===== config.mk =====
export PLATFORM = sky130hd
export DESIGN_NAME = pattern_tx_flat
export DESIGN_NICKNAME = d
export VERILOG_FILES = /design/src/rtl/pattern_tx_if.sv /design/src/rtl/pattern_tx.sv /design/src/flat_wrapper.sv
export SDC_FILE = /design/constraint.sdc
export NUM_CORES = 1
export LEC_CHECK = 0
export ABC_CLOCK_PERIOD_IN_PS = 3100
export BUFFER_PORTS_ARGS = -buffer_cell sky130_fd_sc_hd__clkbuf_2
export CAP_MARGIN = 30
export CORE_MARGIN = 4
export CORE_UTILIZATION = 45
export CTS_CLUSTER_SIZE = 24
export DETAILED_ROUTE_END_ITERATION = 8
export PLACE_DENSITY = 0.66
export SLEW_MARGIN = 10
export SYNTH_ARGS = -nofsm -noshare
export SYNTH_HDL_FRONTEND = slang
export SYNTH_SLANG_ARGS = --single-unit

===== constraint.sdc =====
create_clock -name clk -period 3.1 [get_ports clk]
set_input_delay 0.31 -clock clk [delete_from_list [all_inputs] [get_ports clk]]
set_output_delay 0.31 -clock clk [all_outputs]
set_load 0.1 [all_outputs]

===== src/rtl/pattern_tx_if.sv =====
// rtl/pattern_tx_if.sv - request/stream signal bundle between a pattern source and pattern_tx
`timescale 1ns/1ps
interface pattern_tx_if #(
    parameter int PAT_WIDTH = 4,
    parameter int CNT_WIDTH = 4
) ();
    logic                 start;
    logic [PAT_WIDTH-1:0] pattern;
    logic [CNT_WIDTH-1:0] repeat_cnt;
    logic                 o;
    logic                 busy;
    logic                 done;

    modport master (
        output start, pattern, repeat_cnt,
        input  o, busy, done
    );

    modport slave (
        input  start, pattern, repeat_cnt,
        output o, busy, done
    );
endinterface


===== src/rtl/pattern_tx.sv =====
// rtl/pattern_tx.sv - serial MSB-first pattern transmitter with repeat count and done pulse
`timescale 1ns/1ps
module pattern_tx #(
    parameter int PAT_WIDTH = 4,
    parameter int CNT_WIDTH = 4
) (
    input  logic        clk,
    input  logic        n_rst,
    pattern_tx_if.slave bus
);
    localparam int IDX_W = $clog2(PAT_WIDTH);
    localparam logic [IDX_W-1:0] LAST_IDX = IDX_W'(PAT_WIDTH - 1);

    typedef enum logic [1:0] {IDLE, SHIFT, DONE} state_t;

    state_t               state_q, state_d;
    logic [PAT_WIDTH-1:0] pat_q, pat_d;
    logic [CNT_WIDTH-1:0] rep_q, rep_d;
    logic [IDX_W-1:0]     idx_q, idx_d;
    logic                 o_q, o_d;
    logic                 busy_q, busy_d;
    logic                 done_q, done_d;

    // Next-state and next-output logic; outputs are computed here and registered below
    always_comb begin
        state_d = state_q;
        pat_d   = pat_q;
        rep_d   = rep_q;
        idx_d   = idx_q;
        o_d     = 1'b0;
        busy_d  = 1'b0;
        done_d  = 1'b0;
        case (state_q)
            IDLE: begin
                if (bus.start) begin
                    pat_d   = bus.pattern;
                    rep_d   = bus.repeat_cnt;
                    idx_d   = LAST_IDX;
                    o_d     = bus.pattern[PAT_WIDTH-1];
                    busy_d  = 1'b1;
                    state_d = SHIFT;
                end
            end
            SHIFT: begin
                if (idx_q == '0) begin
                    if (rep_q != '0) begin
                        // Wrap straight into the next repetition with no gap
                        rep_d  = rep_q - 1'b1;
                        idx_d  = LAST_IDX;
                        o_d    = pat_q[PAT_WIDTH-1];
                        busy_d = 1'b1;
                    end else begin
                        done_d  = 1'b1;
                        state_d = DONE;
                    end
                end else begin
                    idx_d  = idx_q - 1'b1;
                    o_d    = pat_q[idx_q - 1'b1];
                    busy_d = 1'b1;
                end
            end
            DONE: begin
                state_d = IDLE;
            end
            default: begin
                state_d = IDLE;
            end
        endcase
    end

    // State and output registers; reset abandons any transfer immediately
    always_ff @(posedge clk or negedge n_rst) begin
        if (!n_rst) begin
            state_q <= IDLE;
            pat_q   <= '0;
            rep_q   <= '0;
            idx_q   <= '0;
            o_q     <= 1'b0;
            busy_q  <= 1'b0;
            done_q  <= 1'b0;
        end else begin
            state_q <= state_d;
            pat_q   <= pat_d;
            rep_q   <= rep_d;
            idx_q   <= idx_d;
            o_q     <= o_d;
            busy_q  <= busy_d;
            done_q  <= done_d;
        end
    end

    assign bus.o    = o_q;
    assign bus.busy = busy_q;
    assign bus.done = done_q;
endmodule


===== src/flat_wrapper.sv =====
// flat-port wrapper written by rule: the top's interface ports become plain ports
module pattern_tx_flat 
#(
    parameter int PAT_WIDTH = 4,
    parameter int CNT_WIDTH = 4
)
  (clk, n_rst, bus_start, bus_pattern, bus_repeat_cnt, bus_o, bus_busy, bus_done);
  pattern_tx_if #(.PAT_WIDTH(PAT_WIDTH), .CNT_WIDTH(CNT_WIDTH)) bus_i ();
  input  logic clk;
  input  logic n_rst;
  input wire logic [$bits(bus_i.start)-1:0] bus_start;
  input wire logic [$bits(bus_i.pattern)-1:0] bus_pattern;
  input wire logic [$bits(bus_i.repeat_cnt)-1:0] bus_repeat_cnt;
  output wire logic [$bits(bus_i.o)-1:0] bus_o;
  output wire logic [$bits(bus_i.busy)-1:0] bus_busy;
  output wire logic [$bits(bus_i.done)-1:0] bus_done;
  assign bus_i.start = bus_start;
  assign bus_i.pattern = bus_pattern;
  assign bus_i.repeat_cnt = bus_repeat_cnt;
  assign bus_o = bus_i.o;
  assign bus_busy = bus_i.busy;
  assign bus_done = bus_i.done;
  pattern_tx #(.PAT_WIDTH(PAT_WIDTH), .CNT_WIDTH(CNT_WIDTH)) u_core (.clk(clk), .n_rst(n_rst), .bus(bus_i));
endmodule

==> qor.yml <==
global_route:
  grt_max_degree: 16
  grtUsageTotal_pct: 14.1
  use_met2_pct: 22.6
  gr-usage-met1_pct: 18.5
  grt_pass1_wl_um: 2730
  top_usage_layer: "met2"
  use_met3_pct: 3.86
  grt_pass1_vias: 585
  grt_antenna_before_repair: 0
  grt_overflow: 0
setup_path:
  critPathArrivalTime_ns: 1.76
  critPathMaxFanout: 7
  max_stage_delay_ns: 0.41
  path_cells: "inv_1, ha_1, and4bb_2, o21bai_4, mux2_4"
  worstPathRequired_ns: 3.27
  worst_setup_path_end_kind: "flip-flop"
  crit_type: "reg2reg"
  cp-start-kind: "flip-flop"
  path_buf_inv: 1
  cp_top_family: "flip-flops"
  critPathSlowestCell: "dfrtp_1"
drt:
  via_count: 565
  finalWirelength_um: 1520
  routedWlPerCell_um: 13.9
  drc: 0
  firstDrtPassIters: 3
  final_antenna_net_count: 0
  drtIter0Drc: 8
  avgViaCountPerCell: 5.18
pwr:
  vdd.ir_drop.worst_mv: 0.455
  fin_total_pwr_w: 0.00103
  p_per_area_mw_per_mm2: 1110
  p_leak_nw: 0.423
outcome:
  status: "completed"
floorplanning:
  pin_count: 14
  start_util_pct: 47.2
  row_count: 15
  die_area_mm2: 0.00256
  die_h_um: 50.6
  die_x_um: 50.6
  coreArea_mm2: 0.00173
logic_synthesis:
  synthDominantCellAreaShare_pct: 46.0
  synth.net_count: 81
  synthMostInstantiatedCell: "dfrtp_1"
  syn_inst: 68
  synth_top_cells_by_count: "15 x dfrtp_1, 5 x inv_1, 4 x mux2_2, 4 x nor3b_1"
  yosys_warnings: 0
  synthTopCellsByArea: "dfrtp_1 46%, mux2_2 5.5%, nor3b_1 3.7%"
  netlist_area_um2: 816
  synth_top_area_cell: "dfrtp_1"
  ys_seq_area_share_pct: 46.0
  synth_edf_count: 0
  synth.distinct_cells: 32
  syn-mean-instance-area_um2: 12.0
  synth-main-ff-cell: "dfrtp_1"
  async_flop_share_pct: 100
  ys_ff_latch: 15
timing:
  rsz0062_at_grt: "false"
  fin_crit_sh_pct: 51.3
  relSlewSlack_pct: 64.2
  fin_worst_skew_ns: 0.00442
  tightest_slew_ns: 0.539
  clock.fmax_mhz: 628
  finalCriticalPeriod_ns: 1.59
  setup_tns_ns: 0
  setup_viol: 0
  holdWs_ns: 0.261
  finalHoldViolations: 0
  maxSlewViolCount: 0
placement:
  finalWeightedCongestion: 0.835
  dpl-instance-area_um2: 890
  place_hpwl_um: 1150
  io_buffers: 13
  place_inst: 104
cells_and_area:
  layout.cells.non_filler: 109
  fin_area_um2: 926
  layout-area-overhead-vs-synth_pct: 13.5
  antenna_cells: 0
  nFillCells: 168
  layout.nets: 98
  drive_gt1_share_pct: 34.5
cts:
  clk_latency_ns: 0.27
  cts.clk_slew.worst_paths_ns: 0.09
  cts.htree.levels: 1
  cts.sinks: 15
  cts_setup_buffers: 0
  cts-buffers-inserted: 3
  clk_path_buf_depth: 2
  tritoncts: "built"
  cts-root-buf: "clkbuf_4"
min_path:
  hold_class: "in2reg"
run:
  cap_violations: 0
## through the flow
step           setup slack (ns)  utilization [%]
2_1_floorplan              1.62                -
3_3_place_gp               1.53             51.5
3_5_place_dp               1.51             51.5
4_1_cts                    1.50             53.6
5_1_grt                    1.38             53.6
6_report                   1.51             53.6
## cells in the final DEF (no fill, tap or decap), types with 3 or more instances in the layout
cell type,Yosys,routed
dfrtp_1,15,15
o22ai_1,3,3
mux2_2,4,4
a22oi_1,3,3
clkbuf_2,0,13
clkbuf_4,0,3
nor3b_1,4,4
inv_1,5,5
## report_power, final
| group | switching (W) | internal (W) |
|---|---|---|
| combinational | 0.000303 | 0.000260 |
| clock | 0.0000578 | 0.0000498 |
| sequential | 0.0000763 | 0.000283 |
## path summary, 6_finish.rpt
| check | start | to | slack, ns | cells past startpoint |
|---|---|---|---|---|
| hold / removal | bus_pattern[1] | u_core.pat_q[1] | 0.26 | 2 |
| setup / recovery | u_core.idx_q[0] | u_core.idx_q[1] | 1.51 | 5 |
| min in group asynchronous | n_rst | u_core.rep_q[2] | 0.48 | 2 |
| setup reg to reg | u_core.idx_q[0] | u_core.idx_q[1] | 1.51 | 5 |
| hold reg to reg | u_core.pat_q[3] | u_core.pat_q[3] | 0.51 | 1 |
| max in group asynchronous | n_rst | u_core.pat_q[2] | 2.35 | 2 |
## timing repair
action	in CTS	in global routing
hold endpoints to repair	15	0
setup endpoints to repair	0	0
gates resized for setup	0	0
hold buffers	1	0
## worst register-to-register path, cell delays in order (launching register included)
cell and delay (ns):
dfrtp_1 0.41, inv_1 0.06, ha_1 0.27, and4bb_2 0.29, o21bai_4 0.15, mux2_4 0.31
## routing by layer
metal | wire length, um | up-vias
met1 | 703 | 269
met2 | 759 | 7
met5 | 0 | -
li1 | - | 287
met4 | 9 | 0
met3 | 47 | 2
## state kept, by name, indices dropped and copies added (netlist names)
register,count
u_core.pat_q,4
u_core.rep_q,4
u_core.idx_q,2
u_core.state_q,2
u_core.bus.busy,1
u_core.bus.done,1
u_core.bus.o,1
## cell type report
cell class	instances	area [um^2]	share of cell area, %
Inverter	5	18.8	2.03
Clock buffer	4	26.3	2.84
Sequential cell	15	375	40.5
Timing Repair Buffer	14	75.1	8.11
Multi-Input combinational cell	46	399	43.1
Tap cell	25	31.3	3.38
## kinds of logic after synthesis
family	Yosys count	synth area share, %
and+or+nand+nor	20	19.5
adders and majority gates	2	3.07
AOI/OAI and AO/OA	17	16.6
buffers and inverters	7	5.06
muxes	7	9.82
DFF	15	46.0
Note: power is estimated with default switching activity, not from simulation.
